[config.mk]
export PLATFORM = sky130hd
export DESIGN_NAME = usr_seq
export DESIGN_NICKNAME = d
export VERILOG_FILES = /design/src/rtl/usr_seq.sv
export SDC_FILE = /design/constraint.sdc
export NUM_CORES = 1
export LEC_CHECK = 0
export BUFFER_PORTS_ARGS = -buffer_cell sky130_fd_sc_hd__buf_2
export CORE_MARGIN = 5
export CORE_UTILIZATION = 50
export CTS_BUF_LIST = sky130_fd_sc_hd__clkbuf_8
export DETAILED_ROUTE_END_ITERATION = 8
export PLACE_DENSITY = 0.82
export SLEW_MARGIN = 20
export SYNTH_ARGS = -nofsm -noshare
export SYNTH_HDL_FRONTEND = slang
export SYNTH_SLANG_ARGS = --single-unit
export TNS_END_PERCENT = 50
[constraint.sdc]
create_clock -name clk -period 1.55 [get_ports clk]
set_input_delay 0.31 -clock clk [delete_from_list [all_inputs] [get_ports clk]]
set_output_delay 0.31 -clock clk [all_outputs]
set_load 0.05 [all_outputs]
[src/rtl/usr_seq.sv]
// usr_seq - command sequencer for a 4-bit universal shift register stage.
//
// Takes one operation per valid/ready handshake and drives the register's
// sel/shift_en/data_in for the commanded number of cycles. Between
// operations the register output is fed back as a parallel load so the
// register holds its contents. Completion is flagged with a one-cycle done.
//
// Ports:
//   clk        clock, all state changes on the rising edge
//   clr        synchronous active-high reset (shared with the register)
//   cmd_valid  command presented
//   cmd_ready  sequencer can accept a command (IDLE and not in reset)
//   cmd_op     00 LOAD, 01 SHR_ZERO, 10 SHR_IN, 11 SHL_IN
//   cmd_data   load value / serial-fill source, latched at accept
//   cmd_count  number of shift cycles (ignored for LOAD)
//   usr_q      current register output, used for hold
//   sel        register mode select
//   shift_en   register strobe
//   data_in    register parallel/serial data
//   busy       high in RUN or DONE
//   done       one-cycle completion pulse
module usr_seq #(
    parameter int CNT_W = 4
) (
    input  logic             clk,
    input  logic             clr,
    input  logic             cmd_valid,
    output logic             cmd_ready,
    input  logic [1:0]       cmd_op,
    input  logic [3:0]       cmd_data,
    input  logic [CNT_W-1:0] cmd_count,
    input  logic [3:0]       usr_q,
    output logic [1:0]       sel,
    output logic             shift_en,
    output logic [3:0]       data_in,
    output logic             busy,
    output logic             done
);

    typedef enum logic [1:0] {
        S_IDLE = 2'b00,
        S_RUN  = 2'b01,
        S_DONE = 2'b10
    } state_t;

    localparam logic [1:0] OP_LOAD     = 2'b00;
    localparam logic [1:0] OP_SHR_ZERO = 2'b01;
    localparam logic [1:0] OP_SHR_IN   = 2'b10;
    localparam logic [1:0] OP_SHL_IN   = 2'b11;

    state_t           state_q, state_d;
    logic [1:0]       op_q, op_d;
    logic [3:0]       data_q, data_d;
    logic [CNT_W-1:0] rem_q, rem_d;

    // State and command registers with synchronous clear.
    always_ff @(posedge clk) begin
        if (clr) begin
            state_q <= S_IDLE;
            op_q    <= 2'b00;
            data_q  <= 4'b0000;
            rem_q   <= '0;
        end else begin
            state_q <= state_d;
            op_q    <= op_d;
            data_q  <= data_d;
            rem_q   <= rem_d;
        end
    end

    // Ready is withheld during clr so no command is lost to the reset edge.
    assign cmd_ready = (state_q == S_IDLE) && !clr;

    // Next-state logic: accept, count down, completion pulse.
    always_comb begin
        state_d = state_q;
        op_d    = op_q;
        data_d  = data_q;
        rem_d   = rem_q;
        case (state_q)
            S_IDLE: begin
                if (cmd_valid && cmd_ready) begin
                    op_d   = cmd_op;
                    data_d = cmd_data;
                    if (cmd_op == OP_LOAD) begin
                        rem_d   = CNT_W'(1);
                        state_d = S_RUN;
                    end else if (cmd_count == '0) begin
                        // Zero-length shift: no strobe, report completion at once.
                        state_d = S_DONE;
                    end else begin
                        rem_d   = cmd_count;
                        state_d = S_RUN;
                    end
                end else begin
                    state_d = S_IDLE;
                end
            end
            S_RUN: begin
                rem_d = rem_q - CNT_W'(1);
                if (rem_q == CNT_W'(1)) begin
                    state_d = S_DONE;
                end else begin
                    state_d = S_RUN;
                end
            end
            S_DONE: begin
                state_d = S_IDLE;
            end
            default: begin
                state_d = S_IDLE;
            end
        endcase
    end

    // Output mapping: hold by reloading usr_q outside RUN, op-specific mode in RUN.
    always_comb begin
        sel      = 2'b00;
        shift_en = 1'b0;
        data_in  = usr_q;
        if (state_q == S_RUN) begin
            shift_en = 1'b1;
            data_in  = data_q;
            case (op_q)
                OP_LOAD:     sel = 2'b11;
                OP_SHR_ZERO: sel = 2'b00;
                OP_SHR_IN:   sel = 2'b01;
                OP_SHL_IN:   sel = 2'b10;
                default:     sel = 2'b00;
            endcase
        end else begin
            sel      = 2'b00;
            shift_en = 1'b0;
            data_in  = usr_q;
        end
    end

    assign busy = (state_q != S_IDLE);
    assign done = (state_q == S_DONE);

endmodule

==> metrics.cfg, run 1 <==
[setup_path]
critPathTopFamily = flip-flops
cp_data_required_time_ns = 1.24
timing.rr.end = rem_q[2]$_SDFFE_PP0P_
arrival_ns = 1.20
reg2reg_slack_ns = 0.13
r2r_cells = 5
crit_chain = inv_1 > ha_1 > nor2_4 > buf_8
path_buf_inv = 2
crit_start = op_q[0]$_SDFFE_PP0P_
r2r_start = state_q[1]$_SDFF_PP0_
worst_path_max_delay_cell = dfxtp_1
endpoint_kind = output port
crit_cells = 4
start_kind = register
endpoint = sel[1]
max_stage_delay_ns = 0.32
crit_type = reg2out
cp_max_fo = 3

[die]
core_area_mm2 = 0.00135
fp.dieH_um = 48.4
dieArea_mm2 = 0.00234
io_pins = 27
start_util_pct = 54.5
rows = 13
dieWidth_um = 48.4

[pwr]
internal-power_w = 0.000731
pwr-share-comb_pct = 37.2
p_sw_share_pct = 36.0
power_frac_clock_pct = 30.4
power.leakage_nw = 0.483
vdd_drop_max_uv = 874
p_seq_share_pct = 32.5
switchingPower_w = 0.000411
powerDensity_mw_per_mm2 = 1080

[synth]
syn-num-nets = 117
ys_types = 31
synth_seq_cells = 12
synth-edff-count = 0
syn_area_per_cell_um2 = 7.66
yosysWarnings = 0
netlist.area_leader.share_pct = 32.7
synthTopCellsByArea = dfxtp_1 (33%), nand2_1 (11%), ha_1 (6.8%)
synthFlopType = dfxtp_1
synthCells = 96
synth-seq-area-share_pct = 32.7
synth_top_area_cell = dfxtp_1
synth_area_um2 = 736
async_reset_ff_share_pct = 0

[detailed_routing]
antenna_left = 0
drt-total-wl_um = 2100
via_per_inst = 5.54
drc_errors = 0
initialDrtViolationCount = 10
routedWlPerCell_um = 14.6
num_vias = 798
drtPass1Iterations = 4

[final_layout]
final_common_cell = buf_2
fin_nets = 151
nFillCells = 95
area_delta_synth_final_pct = 44.2
antenna_cells = 0
drive_above_1_share_pct = 42.6
final_core_util_pct = 78.6
final_cell_mix = buf_2 (19), nand2_1 (17), dfxtp_1 (9), buf_4 (8), o21ai_0 (7)

[grt]
first_global_vias = 766
met3_usage_pct = 6.42
grtUsageTotal_pct = 18.3
antenna_found_initial = 0
grt_max_degree = 14
grt_first_pass_wirelength_um = 3510
gr-usage-met1_pct = 21.8
overflow = 0
busiest_layer = met2
grt.met2_usage_pct = 30.4

[sta]
fmax_mhz = 661
tns_ns = 0
hold_viol = 0
worst_pin_slew_ns = 0.257
clock_skew_ns = 0.00166
relSlewSlack_pct = 82.7
rsz0062_at_grt = yes
finalMaxSlewViolations = 0
min_period_ns = 1.51
setup_viol = 0
fin_crit_sh_pct = 97.6

[cts]
clkLatencyLatePin_ns = 0.24
cts.htree.levels = 1
numClockSinks = 12
cts_buffers = 3
clkTransAtPathRegs_ns = 0.06
cts_root_buf = clkbuf_8
cts_tree = done
cts_buffer_depth = 2

[worst_hold_path]
hold_start = cmd_data[0]
hold_path_class = in2reg

[place]
gp_congestion = 0.830
dp_hpwl_um = 1450
io_buffers = 26

[run_status]
status = finished, final reports clean

[run]
cap_violations = 0

==> worst register-to-register path, cell delays in order (launching register included) <==
cell and delay [ns]:
dfxtp_2 0.32, buf_6 0.13, nor4b_4 0.29, o41ai_2 0.12
buf_4 0.17, a221oi_1 0.28
==> worst min path at each step <==
stage | end | slack [ns] | cells after the start
3_3_place_gp | data_q[0]$_SDFFE_PP0P_ | 0.46 | 2
5_1_grt | data_q[0]$_SDFFE_PP0P_ | 0.27 | 3
2_1_floorplan | op_q[0]$_SDFFE_PP0P_ | 0.42 | 2
4_1_cts | data_q[0]$_SDFFE_PP0P_ | 0.26 | 3
6_report | data_q[0]$_SDFFE_PP0P_ | 0.26 | 3
3_5_place_dp | data_q[1]$_SDFFE_PP0P_ | 0.47 | 2
==> stage by stage <==
stage	setup slack [ns]	cell area, um2	power, W	hold WS (ns)	cells
final	0.0366	1060	0.00114	0.262	144
after global routing	-0.0198	1060	0.00121	0.273	144
after CTS	0.00152	1030	0.00112	0.263	144
after detailed placement	0.0430	935	0.000743	0.466	140
after global placement	0.0616	935	0.000731	0.460	140
after floorplan	-0.0481	754	0.000640	0.418	96
==> sequential cells by signal, indices dropped and copies added, names as in the netlist <==
signal and count:
rem_q 4, data_q 4, state_q 2, op_q 2
==> power groups by stage <==
stage / Combinational [W] / Sequential [W] / Clock (W)
after floorplan: 0.000270 / 0.000370 / 0
after global placement: 0.000359 / 0.000372 / 0
after detailed placement: 0.000370 / 0.000373 / 0
after CTS: 0.000401 / 0.000369 / 0.000349
after global routing: 0.000461 / 0.000375 / 0.000378
final: 0.000424 / 0.000371 / 0.000347
==> final cells by class <==
class	instances	area, um2	area share [%]
Clock buffer	4	55.1	5.19
Inverter	5	21.3	2.00
Multi-Input combinational cell	75	493	46.5
Sequential cell	12	246	23.2
Tap cell	15	18.8	1.77
Timing Repair Buffer	33	226	21.3
==> routing by layer <==
layer	up-vias	wire, um
li1	401	-
met1	367	865
met2	26	1090
met3	4	126
met4	0	21
met5	-	0
==> what timing repair did <==
item / 4_1_cts / 5_1_grt
endpoints found under the setup margin: 7 / 6
buffers inserted: 0 / 0
gates resized for setup: 14 / 9
hold buffers: 0 / 0
pin swaps: 1 / 2
==> synth_stat cells (2+ instances only) <==
master	count
a21oi_1	6
a31oi_1	2
dfxtp_1	12
ha_1	4
inv_1	4
nand2_1	21
nand2b_1	5
nor2_1	8
nor2b_1	2
nor3_1	3
o21ai_0	7
o31ai_1	2
or2_2	2
==> cells by family (layout without fill, tap and decap cells) <==
logic type | after synthesis | in the layout | share of synthesized area [%]
AND/OR/NAND/NOR | 45 | 45 | 30.6
adder cells (fa/ha/maj) | 4 | 4 | 6.80
multiplexers | 1 | 1 | 1.36
buffers and inverters | 9 | 42 | 5.44
XOR/XNOR | 1 | 1 | 1.19
flip-flops | 12 | 12 | 32.7
AO/OA/AOI/OAI | 24 | 24 | 21.9
Power figures use the tool's default switching activity.
==> run 2, diff against run 1 <==
- GPL_TIMING_DRIVEN: not set -> 0
==> run 2 against run 1 <==
Against the previous run:
- highest routed layer unchanged
- die area is the same
- clock power decreased by 19%
- final area grew 3.5%
- non-clock buffer count did not move
- cell count fell by 0.69%
- global-route usage down 0.42 points
- register-to-register slack worse by 0.06 ns
- clock skew is essentially flat
- flip-flop and latch count stayed put
- combinational power up 4.7%
- largest power group unchanged
- first-iteration DRC count is 50% higher
- routed wire length fell by 3.4%
==> metrics.cfg, run 2 (synthesis gave the netlist of run 1 again) <==
[final_layout]
final_cell_mix = buf_2 (20), nand2_1 (13), dfxtp_1 (10), o21ai_0 (7), a21oi_1 (6)
reg_top3 = data_q x4, rem_q x4
fin_nets = 151  ; unchanged
drive_above_1_share_pct = 44.5  ; +1.9 points
nFillCells = 90  ; -5.3%
antenna_cells = 0  ; unchanged
area_delta_synth_final_pct = 49.3
final_common_cell = buf_2

[detailed_routing]
num_vias = 787  ; -1.4%
via_per_inst = 5.50  ; -0.69%
antenna_left = 0  ; unchanged
drt-total-wl_um = 2030  ; -3.4%
initialDrtViolationCount = 15  ; +5
routedWlPerCell_um = 14.2  ; -2.7%
drc_errors = 0  ; unchanged
drtPass1Iterations = 4  ; unchanged

[cts]
cts_tree = done
holdBufCountCts = 0  ; unchanged
numClockSinks = 12  ; unchanged
cts_root_buf = clkbuf_8
cts_buffers = 3  ; unchanged
cts_buffer_depth = 2  ; unchanged
clkTransAtPathRegs_ns = 0.05  ; about the same
cts.htree.levels = 1  ; unchanged
clkLatencyLatePin_ns = 0.24  ; about the same

[sta]
fmax_mhz = 656  ; -0.78%
relSlewSlack_pct = 60.0  ; -23 points
clock_skew_ns = 0.00168  ; +0.0000127 ns
worst_pin_slew_ns = 0.593  ; +0.335 ns
finalMaxSlewViolations = 0  ; unchanged
min_period_ns = 1.53  ; +0.0119 ns
tns_ns = 0  ; unchanged
setup_viol = 0  ; unchanged
fin_crit_sh_pct = 98.4  ; +0.77 points
hold_viol = 0  ; unchanged
rsz0062_at_grt = yes

[worst_hold_path]
hold_start = cmd_data[1]
hold_path_class = in2reg
hold_depth = 3  ; unchanged
hold-path-endpoint = data_q[1]$_SDFFE_PP0P_

[pwr]
switchingPower_w = 0.000408  ; -0.75%
pwr-share-comb_pct = 40.4  ; +3.2 points
p_total_w = 0.00110  ; -3.8%
power_frac_clock_pct = 25.6  ; -4.8 points
p_seq_share_pct = 34.0  ; +1.5 points
powerDensity_mw_per_mm2 = 1000  ; -7.1%
p_sw_share_pct = 37.1  ; +1.1 points
vdd_drop_max_uv = 746  ; -15%
power.leakage_nw = 0.493  ; +2.3%
internal-power_w = 0.000691  ; -5.5%

[run_status]
status = finished, final reports clean

[setup_path]
crit_type = reg2out
reg2reg_slack_ns = 0.07  ; -0.06 ns
arrival_ns = 1.22  ; +0.02 ns
endpoint_kind = output port
start_kind = register
timing.rr.end = rem_q[0]$_SDFFE_PP0P_
cp_data_required_time_ns = 1.24  ; about the same
r2r_start = state_q[1]$_SDFF_PP0_
cp_max_fo = 3  ; unchanged
r2r_cells = 5  ; unchanged

[grt]
grt_first_pass_wirelength_um = 3390  ; -3.4%
grt_max_degree = 11  ; -3
first_global_vias = 776  ; +1.3%
antenna_found_initial = 0  ; unchanged
grtUsageTotal_pct = 17.8  ; -0.42 points
overflow = 0  ; unchanged

[die]
fp.dieH_um = 48.4  ; unchanged
core_area_mm2 = 0.00135  ; unchanged
rows = 13  ; unchanged
dieWidth_um = 48.4  ; unchanged
io_pins = 27  ; unchanged
dieArea_mm2 = 0.00234  ; unchanged
start_util_pct = 54.5  ; unchanged

[place]
io_buffers = 26  ; unchanged
dp_hpwl_um = 1390  ; -4.0%
gp_congestion = 0.847  ; +2.0%

[run]
cap_violations = 0  ; unchanged

## run 2: cell types whose count changed in the layout (fill, tap and decap cells not counted), sizes merged
cell,delta
inv,-1
buf,-1
clkinv,+1
## run 2: power by group through the flow
| stage | combinational [W] | clock [W] | sequential (W) |
|---|---|---|---|
| 2_1_floorplan | 0.000270 | 0 | 0.000370 |
| 3_3_place_gp | 0.000344 | 0 | 0.000375 |
| 3_5_place_dp | 0.000353 | 0 | 0.000378 |
| 4_1_cts | 0.000446 | 0.000291 | 0.000371 |
| 5_1_grt | 0.000481 | 0.000302 | 0.000377 |
| 6_report | 0.000444 | 0.000281 | 0.000373 |
## run 2: worst max path at each step
stage                          startpoint                    end  slack (ns)  cells after the start
CTS                 state_q[1]$_SDFF_PP0_             data_in[0]       -0.04                      6
detailed placement  state_q[1]$_SDFF_PP0_             data_in[0]       -0.16                      6
global route        state_q[1]$_SDFF_PP0_  rem_q[1]$_SDFFE_PP0P_       -0.04                      5
floorplan           state_q[1]$_SDFF_PP0_             data_in[0]       -0.05                      5
finish               op_q[0]$_SDFFE_PP0P_                 sel[1]        0.02                      4
global placement    state_q[1]$_SDFF_PP0_             data_in[3]       -0.11                      6
## run 2: worst max-delay path, cell delays in order (launching register included)
cell     delay, ns
dfxtp_1       0.31
inv_1         0.06
ha_1          0.33
nor2_4        0.11
buf_6         0.16
## run 2: stage by stage
stage          instances  setup WS [ns]  util, %  cell area [um2]  hold slack, ns
6_report             143         0.0247     81.4             1100           0.266
5_1_grt              143        -0.0400     81.4             1100           0.282
4_1_cts              144        -0.0377     82.2             1110           0.262
3_5_place_dp         137         -0.160     66.9              903           0.468
3_3_place_gp         137         -0.115     66.9              903           0.461
2_1_floorplan         96        -0.0481        -              754           0.418
## run 2: per-layer routing
| metal | part of all wire [%] | track usage (%) | up-vias |
|---|---|---|---|
| li1 | - | - | 400 |
| met1 | 43 | 20.9 | 358 |
| met2 | 51 | 31.3 | 27 |
| met3 | 5.4 | 6.12 | 2 |
| met4 | 0.39 | 2.76 | 0 |
| met5 | 0 | 0 | - |
## run 2: what timing repair did
| action | 4_1_cts | 5_1_grt |
|---|---|---|
| gates resized for setup | 38 | 1 |
| pin swaps | 9 | 0 |
| buffers inserted | 4 | 0 |
| endpoints found under the setup margin | 8 | 9 |
## run 2: area by class of cell
class                   count  area (um2)  share of cell area, %
repair buffers             30         215                   19.6
inverters                   5        23.8                   2.16
multi-input cells          75         523                   47.6
well taps                  15        18.8                   1.71
plain buffers               3        28.8                   2.62
clock buffers               3        41.3                   3.76
flip-flops and latches     12         248                   22.6
